[src/rtl/maple_link_ctrl.sv]
// rtl/maple_link_ctrl.sv - Maple Bus transaction sequencer: guard, TX, turnaround, RX window, status
// Optional per-status DONE counters are built when MAPLE_LINK_STATS_EN is defined.
`timescale 1ns/1ps
module maple_link_ctrl #(
    parameter int GUARD_CYCLES = 64,
    parameter int TURN_CYCLES  = 16,
    parameter int TIMEOUT_W    = 20
) (
    input  logic                 aclk,
    input  logic                 areset,
    input  logic                 ctrl_enable,
    input  logic                 frame_avail,
    input  logic                 rx_expect,
    input  logic [TIMEOUT_W-1:0] timeout_cycles,
    input  logic                 sdcka_in,
    input  logic                 sdckb_in,
    output logic                 tx_start,
    input  logic                 tx_busy,
    output logic                 line_oe,
    output logic                 rx_arm,
    input  logic                 rx_busy,
    input  logic                 rx_done,
    output logic                 busy,
    output logic                 done,
    output logic [1:0]           status
`ifdef MAPLE_LINK_STATS_EN
    ,
    input  logic                 stat_clr,
    output logic [15:0]          stat_ok,
    output logic [15:0]          stat_timeout,
    output logic [15:0]          stat_abort
`endif
);
    localparam int GW = $clog2(GUARD_CYCLES + 1);
    localparam int PW = ($clog2(TURN_CYCLES + 1) > 4) ? $clog2(TURN_CYCLES + 1) : 4;
    localparam logic [GW-1:0]        GUARD_LAST = GW'(GUARD_CYCLES - 1);
    localparam logic [PW-1:0]        TURN_LAST  = PW'(TURN_CYCLES - 1);
    localparam logic [PW-1:0]        TX_LAST    = PW'(7);
    localparam logic [TIMEOUT_W-1:0] TO_ONE     = TIMEOUT_W'(1);

    localparam logic [1:0] ST_OK      = 2'b00;
    localparam logic [1:0] ST_TIMEOUT = 2'b01;
    localparam logic [1:0] ST_TXONLY  = 2'b10;
    localparam logic [1:0] ST_ABORT   = 2'b11;

    typedef enum logic [2:0] {
        S_IDLE, S_GUARD, S_LAUNCH, S_TX, S_TURN, S_RX_WAIT, S_RX, S_DONE
    } state_t;

    state_t               r_state;
    logic [GW-1:0]        r_guard_cnt;
    logic [PW-1:0]        r_phase_cnt;
    logic [TIMEOUT_W-1:0] r_to_cnt;
    logic [TIMEOUT_W-1:0] r_timeout;
    logic                 r_tx_seen;
    logic                 r_rx_busy_d;
    logic                 r_rx_expect;
    logic [1:0]           r_status;

    state_t               w_state_nxt;
    logic [GW-1:0]        w_guard_nxt;
    logic [PW-1:0]        w_phase_nxt;
    logic [TIMEOUT_W-1:0] w_to_nxt;
    logic [TIMEOUT_W-1:0] w_timeout_nxt;
    logic                 w_tx_seen_nxt;
    logic                 w_rx_expect_nxt;
    logic [1:0]           w_status_nxt;
    logic [PW-1:0]        w_phase_inc;

    assign w_phase_inc = (r_phase_cnt == '1) ? r_phase_cnt : r_phase_cnt + PW'(1);
    assign status      = r_status;

    always_ff @(posedge aclk) begin
        if (areset) begin
            r_state     <= S_IDLE;
            r_guard_cnt <= '0;
            r_phase_cnt <= '0;
            r_to_cnt    <= '0;
            r_timeout   <= '0;
            r_tx_seen   <= 1'b0;
            r_rx_busy_d <= 1'b0;
            r_rx_expect <= 1'b0;
            r_status    <= ST_OK;
        end else begin
            r_state     <= w_state_nxt;
            r_guard_cnt <= w_guard_nxt;
            r_phase_cnt <= w_phase_nxt;
            r_to_cnt    <= w_to_nxt;
            r_timeout   <= w_timeout_nxt;
            r_tx_seen   <= w_tx_seen_nxt;
            r_rx_busy_d <= rx_busy;
            r_rx_expect <= w_rx_expect_nxt;
            r_status    <= w_status_nxt;
        end
    end

    always_comb begin
        w_state_nxt     = r_state;
        w_guard_nxt     = '0;
        w_phase_nxt     = '0;
        w_to_nxt        = '0;
        w_timeout_nxt   = r_timeout;
        w_tx_seen_nxt   = 1'b0;
        w_rx_expect_nxt = r_rx_expect;
        w_status_nxt    = r_status;
        tx_start        = 1'b0;
        line_oe         = 1'b0;
        rx_arm          = 1'b0;
        busy            = 1'b0;
        done            = 1'b0;

        // Outputs decode purely from state, so line_oe and rx_arm can never overlap.
        case (r_state)
            S_LAUNCH:        begin line_oe = 1'b1; tx_start = 1'b1; busy = 1'b1; end
            S_TX:            begin line_oe = 1'b1; busy = 1'b1; end
            S_TURN:          busy = 1'b1;
            S_RX_WAIT, S_RX: begin rx_arm = 1'b1; busy = 1'b1; end
            S_DONE:          begin done = 1'b1; busy = 1'b1; end
            default:         ;
        endcase

        if (!ctrl_enable) begin
            case (r_state)
                S_LAUNCH, S_TX, S_TURN, S_RX_WAIT, S_RX: begin
                    w_state_nxt  = S_DONE;
                    w_status_nxt = ST_ABORT;
                end
                default: w_state_nxt = S_IDLE;
            endcase
        end else begin
            case (r_state)
                S_IDLE: if (frame_avail) w_state_nxt = S_GUARD;
                S_GUARD: begin
                    if (sdcka_in && sdckb_in) begin
                        if (r_guard_cnt == GUARD_LAST) w_state_nxt = S_LAUNCH;
                        else                           w_guard_nxt = r_guard_cnt + GW'(1);
                    end
                end
                S_LAUNCH: begin
                    w_rx_expect_nxt = rx_expect;
                    w_timeout_nxt   = timeout_cycles;
                    w_state_nxt     = S_TX;
                end
                S_TX: begin
                    w_tx_seen_nxt = r_tx_seen | tx_busy;
                    if (r_tx_seen && !tx_busy) begin
                        w_state_nxt = S_TURN;
                    end else if (!r_tx_seen && !tx_busy && r_phase_cnt == TX_LAST) begin
                        w_state_nxt  = S_DONE;
                        w_status_nxt = ST_ABORT;
                    end else begin
                        w_phase_nxt = w_phase_inc;
                    end
                end
                S_TURN: begin
                    if (r_phase_cnt == TURN_LAST) begin
                        if (r_rx_expect) begin
                            w_state_nxt = S_RX_WAIT;
                        end else begin
                            w_state_nxt  = S_DONE;
                            w_status_nxt = ST_TXONLY;
                        end
                    end else begin
                        w_phase_nxt = w_phase_inc;
                    end
                end
                S_RX_WAIT: begin
                    if (rx_busy) begin
                        w_state_nxt = S_RX;
                        w_to_nxt    = r_to_cnt;
                    end else if (r_timeout == '0 || r_to_cnt == r_timeout - TO_ONE) begin
                        w_state_nxt  = S_DONE;
                        w_status_nxt = ST_TIMEOUT;
                    end else begin
                        w_to_nxt = (r_to_cnt == '1) ? r_to_cnt : r_to_cnt + TO_ONE;
                    end
                end
                S_RX: begin
                    w_to_nxt = r_to_cnt;
                    if (rx_done) begin
                        w_state_nxt  = S_DONE;
                        w_status_nxt = ST_OK;
                    end else if (r_rx_busy_d && !rx_busy) begin
                        w_state_nxt  = S_DONE;
                        w_status_nxt = ST_TIMEOUT;
                    end
                end
                S_DONE:  w_state_nxt = S_IDLE;
                default: w_state_nxt = S_IDLE;
            endcase
        end
    end

`ifdef MAPLE_LINK_STATS_EN
    always_ff @(posedge aclk) begin
        if (areset || stat_clr) begin
            stat_ok      <= '0;
            stat_timeout <= '0;
            stat_abort   <= '0;
        end else if (r_state == S_DONE) begin
            case (r_status)
                ST_OK:      if (stat_ok != 16'hFFFF)      stat_ok      <= stat_ok + 16'd1;
                ST_TIMEOUT: if (stat_timeout != 16'hFFFF) stat_timeout <= stat_timeout + 16'd1;
                ST_ABORT:   if (stat_abort != 16'hFFFF)   stat_abort   <= stat_abort + 16'd1;
                default:    ;
            endcase
        end
    end
`endif

endmodule

[config.mk]
export PLATFORM = sky130hd
export DESIGN_NAME = maple_link_ctrl
export DESIGN_NICKNAME = d
export VERILOG_FILES = /design/src/rtl/maple_link_ctrl.sv
export SDC_FILE = /design/constraint.sdc
export NUM_CORES = 1
export LEC_CHECK = 0
export ABC_AREA = 1
export ABC_CLOCK_PERIOD_IN_PS = 5000
export BUFFER_PORTS_ARGS = -buffer_cell sky130_fd_sc_hd__clkbuf_2
export CAP_MARGIN = 10
export CORE_MARGIN = 10
export CORE_UTILIZATION = 60
export DETAILED_ROUTE_END_ITERATION = 8
export GPL_TIMING_DRIVEN = 1
export PLACE_DENSITY_LB_ADDON = 0.2
export SETUP_SLACK_MARGIN = 0.15
export SYNTH_ARGS = -nofsm -noshare
export SYNTH_HDL_FRONTEND = slang
export SYNTH_SLANG_ARGS = --single-unit
[constraint.sdc]
create_clock -name aclk -period 5 [get_ports aclk]
set_input_delay 0.75 -clock aclk [delete_from_list [all_inputs] [get_ports aclk]]
set_output_delay 0.75 -clock aclk [all_outputs]
set_load 0.02 [all_outputs]
# Yosys cells after proc, flatten, opt, wreduce, memory -nomap -nowiden
# Index checks and enable logic that the tools add are counted.
[op_classes]
addsub = 4
bitwise_logic = 6
muxes = 39
n_eq_ne = 28
n_reduce_logical = 23
[ops]
columns = ["operator", "n"]
rows = [
  ["2-to-1 mux 20 bit", 3],
  ["case mux 20 bit (2 select lines)", 1],
  ["2-to-1 mux 3 bit", 12],
  ["inequality test 3 bit, second input constant", 10],
  ["case mux 3 bit (8 select lines)", 1],
  ["2-to-1 mux 2 bit", 11],
  ["adder 20 x 1 -> 20 bit, second input constant", 1],
  ["equality test 20 bit", 1],
  ["equality test 20 bit, second input constant", 1],
  ["zero test 20 bit", 1],
  ["2-to-1 mux 5 bit", 4],
  ["subtractor 20 x 1 -> 20 bit, second input constant", 1],
  ["equality test 3 bit, second input constant", 4],
  ["inequality test 4 bit, second input constant", 3],
  ["case mux 5 bit (2 select lines)", 1],
  ["OR reduction 5 bit", 2],
  ["AND reduction 9 bit", 1],
  ["case mux 2 bit (4 select lines)", 1],
  ["adder 7 x 1 -> 7 bit, second input constant", 1],
  ["equality test 7 x 6 -> 1 bit, second input constant", 1],
  ["AND reduction 7 bit", 1],
  ["equality test 3 x 2 -> 1 bit, second input constant", 2],
  ["OR reduction 2 bit", 3],
  ["OR reduction 6 bit", 1],
  ["other kinds (18)", 32],
]
[totals]
in_bits = 30
word_cells = 109
reg_bits = 60
output_inout_bits = 7

# Depth between registers and ports, before layout
# Gate-level depths: netlist of the first run.
[logic_depth]
word_depth = 7
mapped_depth = 19
depth_no_buf = 18

# Worst setup path after synthesis of the first run
# Ideal clock, no wire load.
[synth_path]
path_type = "reg2reg"
from = "register r_to_cnt[0]"
to = "register r_to_cnt[11]"
period_less_slack_ns = 2.148
arrival_time_ns = 2.031
slack_ns = 2.852
path_stages_with_launch = 14
path_buffers = 1
setup_ns = 0.117
path_cell_list = "dfxtp_1 > ha_1 > nand3_1 > nor3_2 > nand3_1 > nor2_2 > nand3_1 > nor3_2 > nand4_4 > nand2_4 > buf_6 > nand2_1 > nand2_1 > nor2_1"
[synth_between]
elab_chain_len = 5
elab_cells_between_ends = 10
classes_between = "1 x add/sub; 3 x eq/ne; 4 x mux; 2 x reduce/logical"
[synth_rtl]
columns = ["item", "line", "rtl"]
rows = [
  ["start, declared", "53", "logic [TIMEOUT_W-1:0] r_to_cnt;"],
  ["start signal, assigned", "88", "r_to_cnt <= w_to_nxt;"],
  ["adder 20 x 1 -> 20 bit or equality test 20 bit (tied branches)", "175, 171", ""],
  ["2-to-1 mux 20 bit or logical OR 1 bit (tied branches)", "175, 171", ""],
  ["2-to-1 mux 20 bit", "171", "end else if (r_timeout == '0 || r_to_cnt == r_timeout - TO_ONE) begin"],
  ["2-to-1 mux 20 bit", "168", "if (rx_busy) begin"],
  ["case mux 20 bit (2 select lines)", "131", "case (r_state)"],
]
# Several ways; a longest one is shown, not always the timed one. The select of a mux whose other input is x is not followed.
# A chain may end at the register's enable or synchronous reset.

# Final worst setup path of the first run
[layout_path]
from = "register r_timeout[3]"
to = "register r_to_cnt[17]"
[layout_between]
elab_chain_len = 6
elab_cells_between_ends = 9
classes_between = "1 x add/sub; 2 x eq/ne; 3 x mux; 3 x reduce/logical"
[layout_rtl]
columns = ["item", "line", "rtl"]
rows = [
  ["start, declared", "54", "logic [TIMEOUT_W-1:0] r_timeout;"],
  ["start signal, assigned", "89", "r_timeout <= w_timeout_nxt;"],
  ["subtractor 20 x 1 -> 20 bit", "171", ""],
  ["equality test 20 bit", "171", ""],
  ["logical OR 1 bit *", "171", ""],
  ["2-to-1 mux 20 bit", "171", ""],
  ["2-to-1 mux 20 bit", "168", ""],
  ["case mux 20 bit (2 select lines)", "131", ""],
]
# Every way passes the cells marked *; elsewhere a longest branch is shown, timed or not. The select of a mux whose other input is x is not followed.

==> results.py, run 1 <==
metrics = {
    "sta": {
        "tightest_slew_ns": 0.838,
        "hold_ws_ns": 0.436,
        "max_freq_mhz": 373,
        "slew_violations": 0,
        "finalSetupViolCount": 0,
        "finalSetupTns_ns": 0,
        "clock_skew_ns": 0.0116,
        "slew_headroom": 0.440,
        "setup_slack_ns": 2.32,
        "hold_violations": 0,
        "rsz0062_at_grt": "false",
        "min_period_over_period": 0.537,
        "post-route-min-period_ns": 2.68,
    },
    "placement": {
        "gp_congestion": 0.965,
        "io_buffer_count": 36,
        "place_inst": 826,
        "hpwl_um": 9080,
        "dp_slack_ns": 2.37,
    },
    "worst_hold_path": {
        "hold_path_end": "r_guard_cnt[6]$_SDFF_PP0_",
        "min-delay-start": "r_guard_cnt[6]$_SDFF_PP0_",
        "whs_path_depth": 2,
        "hold_class": "flip-flop to flip-flop",
    },
    "grt": {
        "grt_pass1_wl_um": 19400,
        "grt_pass1_vias": 4230,
        "grt_usage": 0.208,
        "gr-total-overflow": 0,
        "antenna_found_initial": 0,
        "grt_max_degree": 33,
    },
    "routing": {
        "wl_per_cell_um": 13.8,
        "dr.pass1.iters": 5,
        "viasPerCell": 5.39,
        "routed-via-count": 4534,
        "drtAntennaViolNets": 0,
        "detail_route.iter0.violations": 317,
        "drc": 0,
        "finalWirelength_um": 11600,
    },
    "cts": {
        "path_clk_slew_ns": 0.07,
        "cts_tree": "yes",
        "hold_buffers": 0,
        "root_buffer": "clkbuf_8",
        "htreeDepth": 3,
        "cts-resized-gates": 0,
        "postCtsSetupBuffers": 0,
        "clkLatencyLatePin_ns": 0.35,
        "cts.sinks": 60,
        "cts_buffers": 9,
        "clockBufferDepth": 2,
    },
    "floorplan": {
        "initial_core_util": 0.628,
        "chipWidth_um": 105,
        "die_area_mm2": 0.0110,
        "ios": 37,
        "core_mm2": 0.00691,
        "rows": 30,
        "die_y_um": 105,
    },
    "worst_setup_path": {
        "critPathCaptureType": "flip-flop",
        "rrSetupSlack_ns": 2.32,
        "cp.arrival_ns": 2.92,
        "crit_type": "flip-flop to flip-flop",
        "rr_endpoint": "r_to_cnt[17]$_SDFFE_PP0P_",
        "required_ns": 5.24,
        "r2r_cells": 14,
        "startpoint_type": "flip-flop",
        "critical_path.reg2reg.startpoint": "r_timeout[3]$_SDFFE_PP0P_",
        "crit_fanout": 26,
    },
    "synthesis": {
        "synth_area_mm2": 0.00434,
        "synth_nets": 746,
        "synth_ff_type": "dfxtp_1",
        "synth_top_area_cell": "dfxtp_1",
        "yosys.area.top_type_share": 0.277,
        "synth-edff-count": 0,
        "async_flop_share": 0,
        "synthCells": 711,
        "avgSynthCellArea_um2": 6.10,
        "ys_warn_count": 0,
        "synth-seq-area-share": 0.277,
        "synthMostInstantiatedCell": "nand2_1",
        "ys_seq_elements": 60,
        "ys_top_cells_by_count": "nand2_1, nor2_1, inv_1, dfxtp_1, nand3_1",
        "synth_area_leaders": "dfxtp_1, nand2_1, nor2_1, inv_1, nand3_1",
        "yosysUniqueCellTypes": 40,
    },
    "power": {
        "ir_drop_v": 0.000231,
        "powerDensity_mw_per_mm2": 539,
        "p_leak_nw": 2.15,
    },
    "flow_run": {
        "cap_violations": 0,
    },
    "status": {
        "outcome": "finished, final reports clean",
    },
    "finish": {
        "final_nets": 776,
        "diodes": 0,
        "area_growth_pct": 8.66,
        "fin_cells": 841,
        "drive_gt1_frac": 0.121,
    },
}
worst max-delay path by stage:
stage	start	to	slack (ns)
6_report	r_timeout[3]$_SDFFE_PP0P_	r_to_cnt[17]$_SDFFE_PP0P_	2.32
5_1_grt	r_timeout[2]$_SDFFE_PP0P_	r_to_cnt[17]$_SDFFE_PP0P_	2.07
4_1_cts	r_timeout[3]$_SDFFE_PP0P_	r_to_cnt[17]$_SDFFE_PP0P_	2.37
3_5_place_dp	r_timeout[3]$_SDFFE_PP0P_	r_to_cnt[17]$_SDFFE_PP0P_	2.37
3_3_place_gp	ctrl_enable	r_timeout[16]$_SDFFE_PP0P_	2.47
2_1_floorplan	r_to_cnt[0]$_SDFFE_PP0P_	r_to_cnt[11]$_SDFFE_PP0P_	2.85
state kept, by name, indices dropped and copies added, names as in the netlist:
register and flops:
r_timeout 20, r_rx_expect 1, r_guard_cnt 7, r_rx_busy_d 1
r_state 3, status 2, r_phase_cnt 5, r_to_cnt 20
r_tx_seen 1
layout by cell type, fill, tap and decap left out, types with 9 or more instances in the layout:
cell / count
nand2_1: 154
nor2_1: 141
inv_1: 95
dfxtp_1: 60
nand3_1: 50
clkbuf_2: 36
o21ai_0: 33
a21oi_1: 24
nand4_1: 22
xor2_1: 20
nor3_1: 16
clkbuf_8: 11
xnor2_1: 10
nor2_2: 9
critical path, stage by stage (launching register included):
cell	delay (ns)
dfxtp_1	0.43
nor2_4	0.18
nand2_1	0.09
nor2_2	0.38
nand3_1	0.20
nand2_1	0.09
nand2_1	0.05
clkinv_1	0.07
nand2_1	0.07
nor2_2	0.13
nand3_4	0.16
nand4_4	0.18
nand2_4	0.20
o21ai_0	0.25
nor2_1	0.08
kinds of logic after synthesis:
kind of cell / count (synthesis) / share of synthesized area
buffers and inverters: 120 / 0.112
DFF: 60 / 0.277
AOI/OAI and AO/OA: 68 / 0.0845
xor gates and xnor gates: 30 / 0.0606
and+or+nand+nor: 428 / 0.452
adders and majority gates: 5 / 0.0144
final cells by class:
type                    instances  area [um^2]
clock buffers                  13          159
clock inverters                 2         10.0
fillers                       648         2190
inverters                     102          383
multi-input cells             531         2650
flip-flops and latches         60         1200
well taps                      96          120
repair buffers                 37          188
layer usage:
metal / global-route usage / up-vias / wire length (um)
li1: - / 2318 / -
met1: 0.258 / 2018 / 5070
met2: 0.349 / 175 / 5550
met3: 0.0455 / 23 / 771
met4: 0.0706 / 0 / 240
met5: 0 / - / 0
report_power, final:
| part | switching [mW] | leakage, nW | internal (mW) |
|---|---|---|---|
| Combinational | 1.02 | 1.57 | 0.482 |
| Sequential | 0.0959 | 0.486 | 0.538 |
| Clock | 0.198 | 0.0893 | 0.203 |
metrics by stage:
stage | total power, mW | area [um^2] | utilization
6_report | 2.54 | 4710 | 0.682
5_1_grt | 2.78 | 4710 | 0.682
4_1_cts | 2.53 | 4710 | 0.682
3_5_place_dp | 2.12 | 4540 | 0.658
3_3_place_gp | 2.09 | 4540 | 0.658
2_1_floorplan | 1.83 | 4340 | -
Power figures use the tool's default switching activity.
==> run 2: changes to the inputs <==
Settings changed: ABC_CLOCK_PERIOD_IN_PS 5000 to 2200, CORE_UTILIZATION 60 to 55.
Clock period 5 ns to 2.2 ns, I/O delays scaled along.
==> results.py, run 2 (synthesis results as in run 1) <==
metrics = {
    "status": {
        "outcome": "finished with violations",
        "violations": "setup timing",
    },
    "grt": {
        "grt_pass1_wl_um": 21200,
        "antenna_found_initial": 0,
        "grt_max_degree": 29,
        "grt_usage": 0.221,
        "gr-total-overflow": 0,
        "grt_pass1_vias": 4670,
    },
    "sta": {
        "slew_violations": 0,
        "slew_headroom": 0.676,
        "max_freq_mhz": 432,
        "tightest_slew_ns": 0.481,
        "post-route-min-period_ns": 2.32,
        "clock_skew_ns": 0.0126,
        "rsz0062_at_grt": "true",
        "finalSetupTns_ns": -0.871,
        "min_period_over_period": 1.05,
        "setup_slack_ns": -0.116,
        "finalSetupViolCount": 18,
        "hold_violations": 0,
    },
    "routing": {
        "drtAntennaViolNets": 0,
        "wl_per_cell_um": 15.3,
        "routed-via-count": 5021,
        "drc": 0,
        "finalWirelength_um": 14300,
        "detail_route.iter0.violations": 388,
        "viasPerCell": 5.38,
        "dr.pass1.iters": 5,
    },
    "finish": {
        "final_nets": 862,
        "top_regs": "r_timeout (20), r_to_cnt (20), r_guard_cnt (7)",
        "final_cell_mix": "nand2_1, nor2_1, inv_1",
        "diodes": 0,
        "area_growth_pct": 34.3,
        "final_common_cell": "nand2_1",
        "final_util": 0.758,
        "fillerInstances": 628,
        "drive_gt1_frac": 0.310,
    },
    "floorplan": {
        "die_y_um": 109,
        "ios": 37,
        "rows": 32,
        "die_area_mm2": 0.0118,
        "chipWidth_um": 109,
        "initial_core_util": 0.564,
        "core_mm2": 0.00769,
    },
    "power": {
        "ir_drop_v": 0.000545,
        "powerDensity_mw_per_mm2": 1330,
        "p_leak_nw": 2.72,
    },
    "cts": {
        "cts.sinks": 60,
        "path_clk_slew_ns": 0.08,
        "cts_tree": "yes",
        "htreeDepth": 3,
        "clkLatencyLatePin_ns": 0.35,
        "root_buffer": "clkbuf_8",
        "cts_buffers": 9,
        "clockBufferDepth": 2,
    },
    "worst_setup_path": {
        "rrSetupSlack_ns": -0.12,
        "crit_chain": "nor2_4 -> nand2_4 -> nor2_4 -> buf_6 -> nand2_4 -> nand3_4 -> nand3_4 -> nor3_4 -> nand3_4 -> nand4_4 -> buf_12 -> nand2_8 -> o21ai_1 -> nor2_1",
        "critPathMaxStageDelay_ns": 0.37,
        "required_ns": 2.44,
        "cp.arrival_ns": 2.56,
        "crit_top_cell": "nand3_4",
        "startpoint_type": "flip-flop",
        "critPathCaptureType": "flip-flop",
        "slowest_stage": "dfxtp_2",
        "crit_type": "flip-flop to flip-flop",
        "crit_fanout": 7,
    },
    "worst_hold_path": {
        "hold_class": "primary input to flip-flop",
    },
    "placement": {
        "dp_slack_ns": -0.0844,
        "io_buffer_count": 36,
        "hpwl_um": 10400,
        "gp_congestion": 0.954,
    },
    "flow_run": {
        "cap_violations": 0,
    },
}
## run 2: per-stage QoR
stage	instance area [um^2]	total power, mW	hold slack (ns)	std cells
floorplan	4410	4.20	0.399	711
global placement	5170	5.65	0.424	903
detailed placement	5170	5.74	0.430	903
CTS	5580	7.20	0.207	927
global route	5830	8.27	0.212	934
finish	5830	7.78	0.206	934
## run 2: cell type report
class                           instances  area [um^2]  area share
Sequential cell                        60         1230       0.211
Multi-Input combinational cell        534         3050       0.524
Clock buffer                            9          124      0.0213
Clock inverter                          7         56.3     0.00966
Timing Repair Buffer                  120          851       0.146
Tap cell                              102          128      0.0219
Inverter                              102          389      0.0668
## run 2: what timing repair did
item                                    4_1_cts  5_1_grt
resized for setup                            49       52
endpoints found under the hold margin         0        0
pin swaps                                    29       15
gates cloned                                  1        3
endpoints found under the setup margin       25       26
setup buffers                                 7        4
hold buffers                                  0        0
## run 2: worst max-delay path: cells and delay by family (launching register included)
family / cells / cell delay (ns)
AO/OA/AOI/OAI: 1 / 0.17
buffers and inverters: 2 / 0.31
flip-flops: 1 / 0.37
AND/OR/NAND/NOR: 11 / 1.34
## run 2: path summary, 6_finish.rpt
check	start	endpoint	cells past startpoint
setup / recovery	r_timeout[6]$_SDFFE_PP0P_	r_to_cnt[18]$_SDFFE_PP0P_	14
hold / removal	timeout_cycles[11]	r_timeout[11]$_SDFFE_PP0P_	3
setup reg to reg	r_timeout[6]$_SDFFE_PP0P_	r_to_cnt[18]$_SDFFE_PP0P_	14
hold reg to reg	r_guard_cnt[6]$_SDFF_PP0_	r_guard_cnt[6]$_SDFF_PP0_	2
## run 2: where the power goes
part | internal, mW | switching (mW) | total [mW]
clock network | 0.422 | 0.522 | 0.944
logic | 2.22 | 3.18 | 5.40
registers | 1.23 | 0.195 | 1.43
## run 2: metal layers
| metal | vias to the layer above | global-route usage | wire length [um] |
|---|---|---|---|
| met3 | 52 | 0.0437 | 906 |
| li1 | 2499 | - | - |
| met1 | 2282 | 0.262 | 5760 |
| met2 | 188 | 0.379 | 7120 |
| met4 | 0 | 0.101 | 548 |
| met5 | - | 0 | 0 |
